[config.mk]
export PLATFORM = sky130hd
export DESIGN_NAME = rcpa_error_monitor
export DESIGN_NICKNAME = d
export VERILOG_FILES = /design/src/rtl/rcpa_error_monitor.sv
export SDC_FILE = /design/constraint.sdc
export NUM_CORES = 1
export LEC_CHECK = 0
export CAP_MARGIN = 40
export CORE_MARGIN = 2
export CORE_UTILIZATION = 40
export CTS_CLUSTER_DIAMETER = 100
export CTS_CLUSTER_SIZE = 40
export DETAILED_ROUTE_END_ITERATION = 8
export GPL_TIMING_DRIVEN = 0
export SLEW_MARGIN = 20
export SYNTH_ARGS = -nofsm -noshare
export SYNTH_HDL_FRONTEND = slang
export SYNTH_SLANG_ARGS = --single-unit
[constraint.sdc]
create_clock -name clk -period 10.5 [get_ports clk]
set_input_delay 2.1 -clock clk [delete_from_list [all_inputs] [get_ports clk]]
set_output_delay 2.1 -clock clk [all_outputs]
set_load 0.03 [all_outputs]
[src/rtl/rcpa_error_monitor.sv]
// Error monitor for the N-bit approximate ripple-carry adder: computes ED = |exact - approx|
// per sample and reports count/sum/max over windows of WIN samples via a valid/ready port.
module rcpa_error_monitor #(
    parameter  int N     = 8,
    parameter  int WIN   = 256,
    localparam int CNT_W = $clog2(WIN + 1)
) (
    input  logic                   clk,
    input  logic                   rst,
    input  logic                   in_valid,
    output logic                   in_ready,
    input  logic [N-1:0]           A,
    input  logic [N-1:0]           B,
    input  logic [N-1:0]           sum,
    input  logic                   fn,
    output logic                   out_valid,
    input  logic                   out_ready,
    output logic [CNT_W-1:0]       err_count,
    output logic [N+CNT_W:0]       ed_sum,
    output logic [N:0]             ed_max
);
    localparam int SUM_W = N + 1 + CNT_W;

    typedef enum logic [1:0] {ACCUM, DRAIN, REPORT} state_t;

    state_t             state_q, state_d;
    logic               in_ready_q, in_ready_d;
    logic               out_valid_q, out_valid_d;
    logic [CNT_W-1:0]   cnt_q, cnt_d;
    logic               s1_valid_q, s1_valid_d;
    logic               s1_nz_q, s1_nz_d;
    logic [N:0]         s1_ed_q, s1_ed_d;
    logic [CNT_W-1:0]   err_q, err_d;
    logic [SUM_W-1:0]   sum_q, sum_d;
    logic [N:0]         max_q, max_d;

    logic [N:0]         exact, approx, ed_in;
    logic               accept, last;

    always_comb begin
        exact  = {1'b0, A} + {1'b0, B};
        approx = {fn, sum};
        ed_in  = (exact >= approx) ? (exact - approx) : (approx - exact);
        accept = in_valid && in_ready_q;
        last   = (cnt_q == CNT_W'(WIN - 1));

        state_d     = state_q;
        in_ready_d  = in_ready_q;
        out_valid_d = out_valid_q;
        cnt_d       = cnt_q;
        err_d       = err_q;
        sum_d       = sum_q;
        max_d       = max_q;

        s1_valid_d = accept;
        s1_ed_d    = ed_in;
        s1_nz_d    = (ed_in != '0);

        if (s1_valid_q) begin
            err_d = err_q + CNT_W'(s1_nz_q);
            sum_d = sum_q + SUM_W'(s1_ed_q);
            if (s1_ed_q > max_q) max_d = s1_ed_q;
        end

        case (state_q)
            ACCUM: begin
                if (accept) begin
                    if (last) begin
                        cnt_d      = '0;
                        in_ready_d = 1'b0;
                        state_d    = DRAIN;
                    end else begin
                        cnt_d = cnt_q + 1'b1;
                    end
                end
            end
            DRAIN: begin
                // The last sample folds while s1_valid is high; report on the edge after.
                if (!s1_valid_q) begin
                    state_d     = REPORT;
                    out_valid_d = 1'b1;
                end
            end
            REPORT: begin
                if (out_ready) begin
                    state_d     = ACCUM;
                    out_valid_d = 1'b0;
                    in_ready_d  = 1'b1;
                    err_d       = '0;
                    sum_d       = '0;
                    max_d       = '0;
                end
            end
            default: begin
                state_d     = ACCUM;
                in_ready_d  = 1'b1;
                out_valid_d = 1'b0;
            end
        endcase
    end

    always_ff @(posedge clk) begin
        if (rst) begin
            state_q     <= ACCUM;
            in_ready_q  <= 1'b1;
            out_valid_q <= 1'b0;
            cnt_q       <= '0;
            s1_valid_q  <= 1'b0;
            s1_nz_q     <= 1'b0;
            s1_ed_q     <= '0;
            err_q       <= '0;
            sum_q       <= '0;
            max_q       <= '0;
        end else begin
            state_q     <= state_d;
            in_ready_q  <= in_ready_d;
            out_valid_q <= out_valid_d;
            cnt_q       <= cnt_d;
            s1_valid_q  <= s1_valid_d;
            s1_nz_q     <= s1_nz_d;
            s1_ed_q     <= s1_ed_d;
            err_q       <= err_d;
            sum_q       <= sum_d;
            max_q       <= max_d;
        end
    end

    assign in_ready  = in_ready_q;
    assign out_valid = out_valid_q;
    assign err_count = err_q;
    assign ed_sum    = sum_q;
    assign ed_max    = max_q;
endmodule

# ---- Word-level counts from Yosys, hierarchy flattened
# Index checks and enable logic that the tools add are counted.
dict set report totals {
  reg_bits 60
  inputBits 29
  out_inout_bits 38
  word_cells 58
}
dict set report classes {
  addsub 6
  magnitude_cmp 2
  eq_ne 7
  muxes 24
  bitwise 2
  reduce_logical 7
}
# operator count
set ops {}
lappend ops {{$mux 9} 9}
lappend ops {{$mux 18} 3}
lappend ops {{$add 18x9->18} 1}
lappend ops {{$sub 9x9->9} 2}
lappend ops {{$add 8x8->9} 1}
lappend ops {{$add 9x1->9} 1}
lappend ops {{$add 9x1->9 const B} 1}
lappend ops {{$eq 9x8->1 const B} 1}
lappend ops {{$ge 9x9->1} 1}
lappend ops {{$gt 9x9->1} 1}
lappend ops {{$reduce_bool 9->1} 1}
lappend ops {{$mux 2} 4}
lappend ops {{$ne 2x2->1 const B} 4}
lappend ops {{$reduce_and 4->1} 2}
lappend ops {{$pmux 1 s3} 2}
lappend ops {{$pmux 2 s3} 1}
lappend ops {{$mux 1} 5}
lappend ops {{$reduce_and 3->1} 1}
lappend ops {{$eq 2x1->1 const B} 1}
lappend ops {{$eq 2x2->1 const B} 1}
lappend ops {{$logic_not 2->1} 1}
lappend ops {{$not 1->1} 2}
lappend ops {{$reduce_and 2->1} 1}
lappend ops {{$logic_and 1x1->1} 1}

# ---- Logic depth before layout (Yosys ltp)
dict set report logic_depth {
  ltp_word 5
  depth_mapped 16
  mapped_depth_nobuf 16
}

# ---- Worst setup path before layout
# Ideal clock, no wire load.
dict set report synth_timing {
  path_type {input to register}
  from {input A[0]}
  to {register s1_nz_q}
  setup_time_ps 116
  arrival_time_ps 4886
  required_ps 10384
  slack_ps 5498
  path_stages 16
  path_buffers 1
  path_cell_list {ha_1 fa_1 a21o_1 a21oi_1 o21bai_1 a21oi_1 xnor2_1 ha_1 buf_6 o21ai_1 a21oi_1 nor3_1 o21ai_4 nor4_1 a21o_1 a21oi_1}
}
dict set report synth_via {
  elab_chain_len 4
  elab_cells_between_ends 6
  cone_classes {add/sub (3); order compare (1); mux (1); reduce/logical (1)}
}
# item line_no
set synth_rtl {}
lappend synth_rtl {{start, declared} 12} ;# input logic [N-1:0] A,
lappend synth_rtl {{$add 8x8->9 (*)} 41} ;# exact = {1'b0, A} + {1'b0, B};
lappend synth_rtl {{$sub 9x9->9 or $ge 9x9->1 (tied branches)} 43} ;# ed_in = (exact >= approx) ? (exact - approx) : (approx - exact);
lappend synth_rtl {{$mux 9 (*)} 43}
lappend synth_rtl {{$reduce_bool 9->1 (*)} 57} ;# s1_nz_d = (ed_in != '0);
lappend synth_rtl {{end signal, assigned} 120} ;# s1_nz_q <= s1_nz_d;
lappend synth_rtl {{end, declared} 31} ;# logic s1_nz_q, s1_nz_d;
# Mark *: on every way between the ends. The rest lies on a longest branch, timed or not.
# A chain may end at the register's enable or synchronous reset.

# ---- Final worst setup path
dict set report layout_timing {
  from {input A[0]}
  to {register s1_ed_q[3]}
}
dict set report layout_via {
  elab_chain_len 3
  elab_cells_between_ends 5
  cone_classes {add/sub (3); order compare (1); mux (1)}
}
# item line_no
set layout_rtl {}
lappend layout_rtl {{$add 8x8->9 (*)} 41}
lappend layout_rtl {{$sub 9x9->9 or $ge 9x9->1 (tied branches)} 43}
lappend layout_rtl {{$mux 9 (*)} 43}
lappend layout_rtl {{end signal, assigned} 110} ;# s1_ed_q <= '0;
lappend layout_rtl {{end signal, assigned} 121} ;# s1_ed_q <= s1_ed_d;
lappend layout_rtl {{end, declared} 32} ;# logic [N:0] s1_ed_q, s1_ed_d;
# Marked as above.

==> results.yml <==
outcome:
  status: "finished clean"
sta:
  worst_clock_skew_ns: 0.009995
  timing.final.setup_violations: 0
  slew-limit-headroom: 0.6082
  max_freq_ghz: 0.1870
  hold_viol_final: 0
  fin_tns_setup_ns: 0
  worst_pin_slew_ns: 0.5849
  fin_crit_sh: 0.5093
  grt_setup_unrepaired: "false"
  post-route-min-period_ns: 5.348
  report.final.slew_viol_count: 0
critical_path:
  crit_path_frequent_cell: "sky130_fd_sc_hd__a21oi_1"
  reg_to_reg_startpoint: "s1_ed_q[0]"
  crit_type: "input pin to register"
  ff2ff_setup_slack_ns: 8.29
  element_type_at_the_critical_path_end: "register"
  timing.critical_path.from_type: "input pin"
  path_max_fanout: 9
  crit_path_cell_trace: "clkdlybuf4s50_1 > ha_1 > fa_1 > a21o_1 > a21oi_1 > o21bai_1 > a21oi_1 > xnor2_1 > ha_1 > buf_6 > o21ai_1 > a21oi_1 > nor3_1 > o21ai_4 > mux2i_1 > xor2_1 > nor2_1"
  timing.rr.end: "ed_sum[8]"
  timing.critical_path.arrival_ns: 5.55
  critPathSlowestCell: "sky130_fd_sc_hd__clkdlybuf4s50_1"
  cp_data_required_time_ns: 10.70
  max_stage_delay_ns: 0.41
  r2r.worst_path.cells: 9
die:
  die-width_um: 106.6
  die_y_um: 106.6
  die-area_um2: 11370
  ios: 67
  rows: 37
  initial_standard_cell_utilization_of_the_core: 0.4098
  core_region_area_um2: 10280
route:
  antenna_violating_nets_post_route: 0
  remaining_drc_errors: 0
  first_iter_violations: 82
  drt_pre_antenna_iters: 4
  post_drt_wl_per_cell_um: 12.87
  vias_per_cell: 5.140
  dr_total_vias: 3706
  detail_route.wirelength_um: 9282
cts:
  cts_hold_buf: 0
  ctsHtreeMaxLevel: 3
  clk_transition_reported_paths_ns: 0.07
  cts_resized: 0
  clk-insertion-delay-late_ns: 0.34
  post_cts_buffers: 0
  clk_path_buf_depth: 2
  tritoncts: "yes"
  clock_sinks: 60
  cts.root.buffer_cell: "sky130_fd_sc_hd__clkbuf_8"
  cts_inserted_buffers: 9
synthesis:
  primary_ff_master_synth: "sky130_fd_sc_hd__dfxtp_1"
  synth_cell_type_count: 61
  synth-xor-area-share: 0.08111
  synth.most_common_cell: "sky130_fd_sc_hd__dfxtp_1"
  syn-num-nets: 582
  post_synthesis_share_of_cell_area_spent_on_full_adders_half_adders_and_majority_gates: 0.1557
  post_synth_and_or_nand_nor_area_fraction: 0.1976
  ys_ff_latch: 60
  synth_largest_type_area_fraction: 0.2852
  synth.yosys.warnings: 0
  main_combinational_cell_family_by_area_after_synthesis: "simple AND/OR/NAND/NOR gates"
  syn_area_per_cell_um2: 8.373
  mapped_cell_area_um2: 4212
  synth-seq-area-share: 0.2852
  synth_mux_area_frac: 0.03595
  ys_top_cells_by_count: "60 x sky130_fd_sc_hd__dfxtp_1, 53 x sky130_fd_sc_hd__nor2_1, 46 x sky130_fd_sc_hd__ha_1, 42 x sky130_fd_sc_hd__a21oi_1, 36 x sky130_fd_sc_hd__inv_1"
  number_of_synthesized_flops_with_an_enable_pin: 0
  ys_top_cells_by_area: "sky130_fd_sc_hd__dfxtp_1 29%, sky130_fd_sc_hd__ha_1 14%, sky130_fd_sc_hd__a21oi_1 5.0%"
  synth_compound_gate_area_share: 0.1854
  ys_async_sr_fraction: 0
  synth.largest_area_cell: "sky130_fd_sc_hd__dfxtp_1"
  number_of_instances_in_the_synthesized_netlist: 503
min_path:
  hold_path.startpoint: "out_valid"
  timing.hold.worst.class: "register to register"
  whs_endpoint: "out_valid"
  hold_path_cell_cnt: 2
finish:
  antennaDiodeCount: 0
  multi_input_combinational_cell_area_um2: 2761
  fin_nets: 659
  layout.filler_cells: 1017
  syn_to_final_growth_pct: 24.90
  area.sequential_um2: 1201
  finalInstanceArea_um2: 5260
  drive_above_1_share: 0.07179
place:
  area_after_detailed_placement_um2: 5042
  port_buffers: 66
  place_congestion: 0.8498
  hpwl_um: 7533
pwr:
  power-per-cell-area_nw_per_um2: 163.5
  power_leakage_uw: 0.002098
  worst_ir_drop_vdd_mv: 0.07156
grt:
  first_global_vias: 3566
  grt-ovfl-total: 0
  antenna_violations_before_repair: 0
  globalRouteTotalUtil: 0.1705
  grt_pass1_wl_um: 15870
  grt_max_degree: 11
job:
  timing.max_cap.violations: 0
==> state kept, by name (all words and copies together) (netlist names) <==
name and flops:
ed_sum 18, cnt_q 9, ed_max 9, err_count 9
s1_ed_q 9, state_q 2, in_ready 1, out_valid 1
s1_nz_q 1, s1_valid_q 1
==> how the worst max path moves through the flow <==
stage	startpoint	to	slack (ns)	cells past startpoint
after floorplan	A[0]	s1_nz_q	5.50	16
after global placement	A[0]	s1_nz_q	4.80	17
after detailed placement	A[0]	s1_ed_q[2]	4.74	17
after CTS	A[0]	s1_ed_q[3]	5.09	17
after global routing	A[0]	s1_ed_q[5]	4.86	17
final	A[0]	s1_ed_q[3]	5.15	17
==> cell usage in the layout (no fill, tap or decap), types with 3 or more instances in the layout <==
cell                              Yosys  layout
sky130_fd_sc_hd__clkdlybuf4s50_1      0      66
sky130_fd_sc_hd__nand2_1             31      31
sky130_fd_sc_hd__o21ai_0             25      25
sky130_fd_sc_hd__buf_6                4       4
sky130_fd_sc_hd__ha_1                46      46
sky130_fd_sc_hd__clkbuf_8             1      11
sky130_fd_sc_hd__o211ai_1             3       3
sky130_fd_sc_hd__or3_1               11      11
sky130_fd_sc_hd__clkbuf_1             8      10
sky130_fd_sc_hd__o21bai_1             7       7
sky130_fd_sc_hd__dfxtp_1             60      60
sky130_fd_sc_hd__nand2b_1             8       8
sky130_fd_sc_hd__nor3_1               9       9
sky130_fd_sc_hd__xor2_1              24      24
sky130_fd_sc_hd__nor2_1              53      53
sky130_fd_sc_hd__fa_1                 4       4
sky130_fd_sc_hd__mux2i_1             14      14
sky130_fd_sc_hd__a21o_1               7       7
sky130_fd_sc_hd__o21a_1               6       6
sky130_fd_sc_hd__inv_1               36      36
sky130_fd_sc_hd__a21oi_1             42      42
sky130_fd_sc_hd__nand3_1             15      15
sky130_fd_sc_hd__nor3b_1              3       3
sky130_fd_sc_hd__nand4_1             11      11
sky130_fd_sc_hd__nor2b_1              3       3
sky130_fd_sc_hd__xnor2_1             15      15
sky130_fd_sc_hd__o21ai_1              7       7
sky130_fd_sc_hd__nand3b_1             4       4
==> power breakdown <==
| group | leakage (uW) | total (uW) | switching, uW | internal [uW] |
|---|---|---|---|---|
| logic | 0.00150 | 361 | 199 | 162 |
| registers | 0.000488 | 271 | 22.8 | 248 |
| clock network | 0.000107 | 228 | 88.4 | 140 |
| total | 0.00210 | 860 | 310 | 550 |
==> layer usage <==
layer,part of all wire,global-route usage,vias to the layer above
met5,0,0,-
met4,0.021,0.06679,0
met3,0.041,0.03161,16
met2,0.48,0.3030,76
met1,0.46,0.2024,1690
li1,-,-,1924
==> worst max-delay path: cells and delay by family <==
family | cells | cell delay, ns
mux | 1 | 0.27
xor+xnor | 2 | 0.28
compound gates | 7 | 1.27
fa+ha+maj | 3 | 0.92
buf+inv | 2 | 0.54
simple gates | 2 | 0.15
==> area by class of cell <==
class                   count  share of cell area
multi-input cells         389              0.5250
flip-flops and latches     60              0.2284
repair buffers             66              0.1256
well taps                 136             0.03235
clock buffers              12             0.02759
inverters                  36             0.02569
plain buffers              18             0.02165
clock inverters             4             0.01380
==> through the flow <==
| step | utilization | hold WS [ns] | instances | power [uW] | setup slack (ns) |
|---|---|---|---|---|---|
| after floorplan | - | 0.4464 | 503 | 546.1 | 5.498 |
| after global placement | 0.4906 | 0.4451 | 705 | 627.3 | 4.801 |
| after detailed placement | 0.4906 | 0.4531 | 705 | 636.6 | 4.742 |
| after CTS | 0.5118 | 0.4635 | 721 | 866.9 | 5.092 |
| after global routing | 0.5118 | 0.4803 | 721 | 922.9 | 4.864 |
| final | 0.5118 | 0.4610 | 721 | 859.9 | 5.152 |
==> kinds of logic after synthesis <==
kind of cell,after synthesis
buf+inv,54
compound gates,120
mux,15
fa+ha+maj,50
xor+xnor,39
flops,60
simple gates,165
No activity file was read; power rests on OpenSTA's default activity.
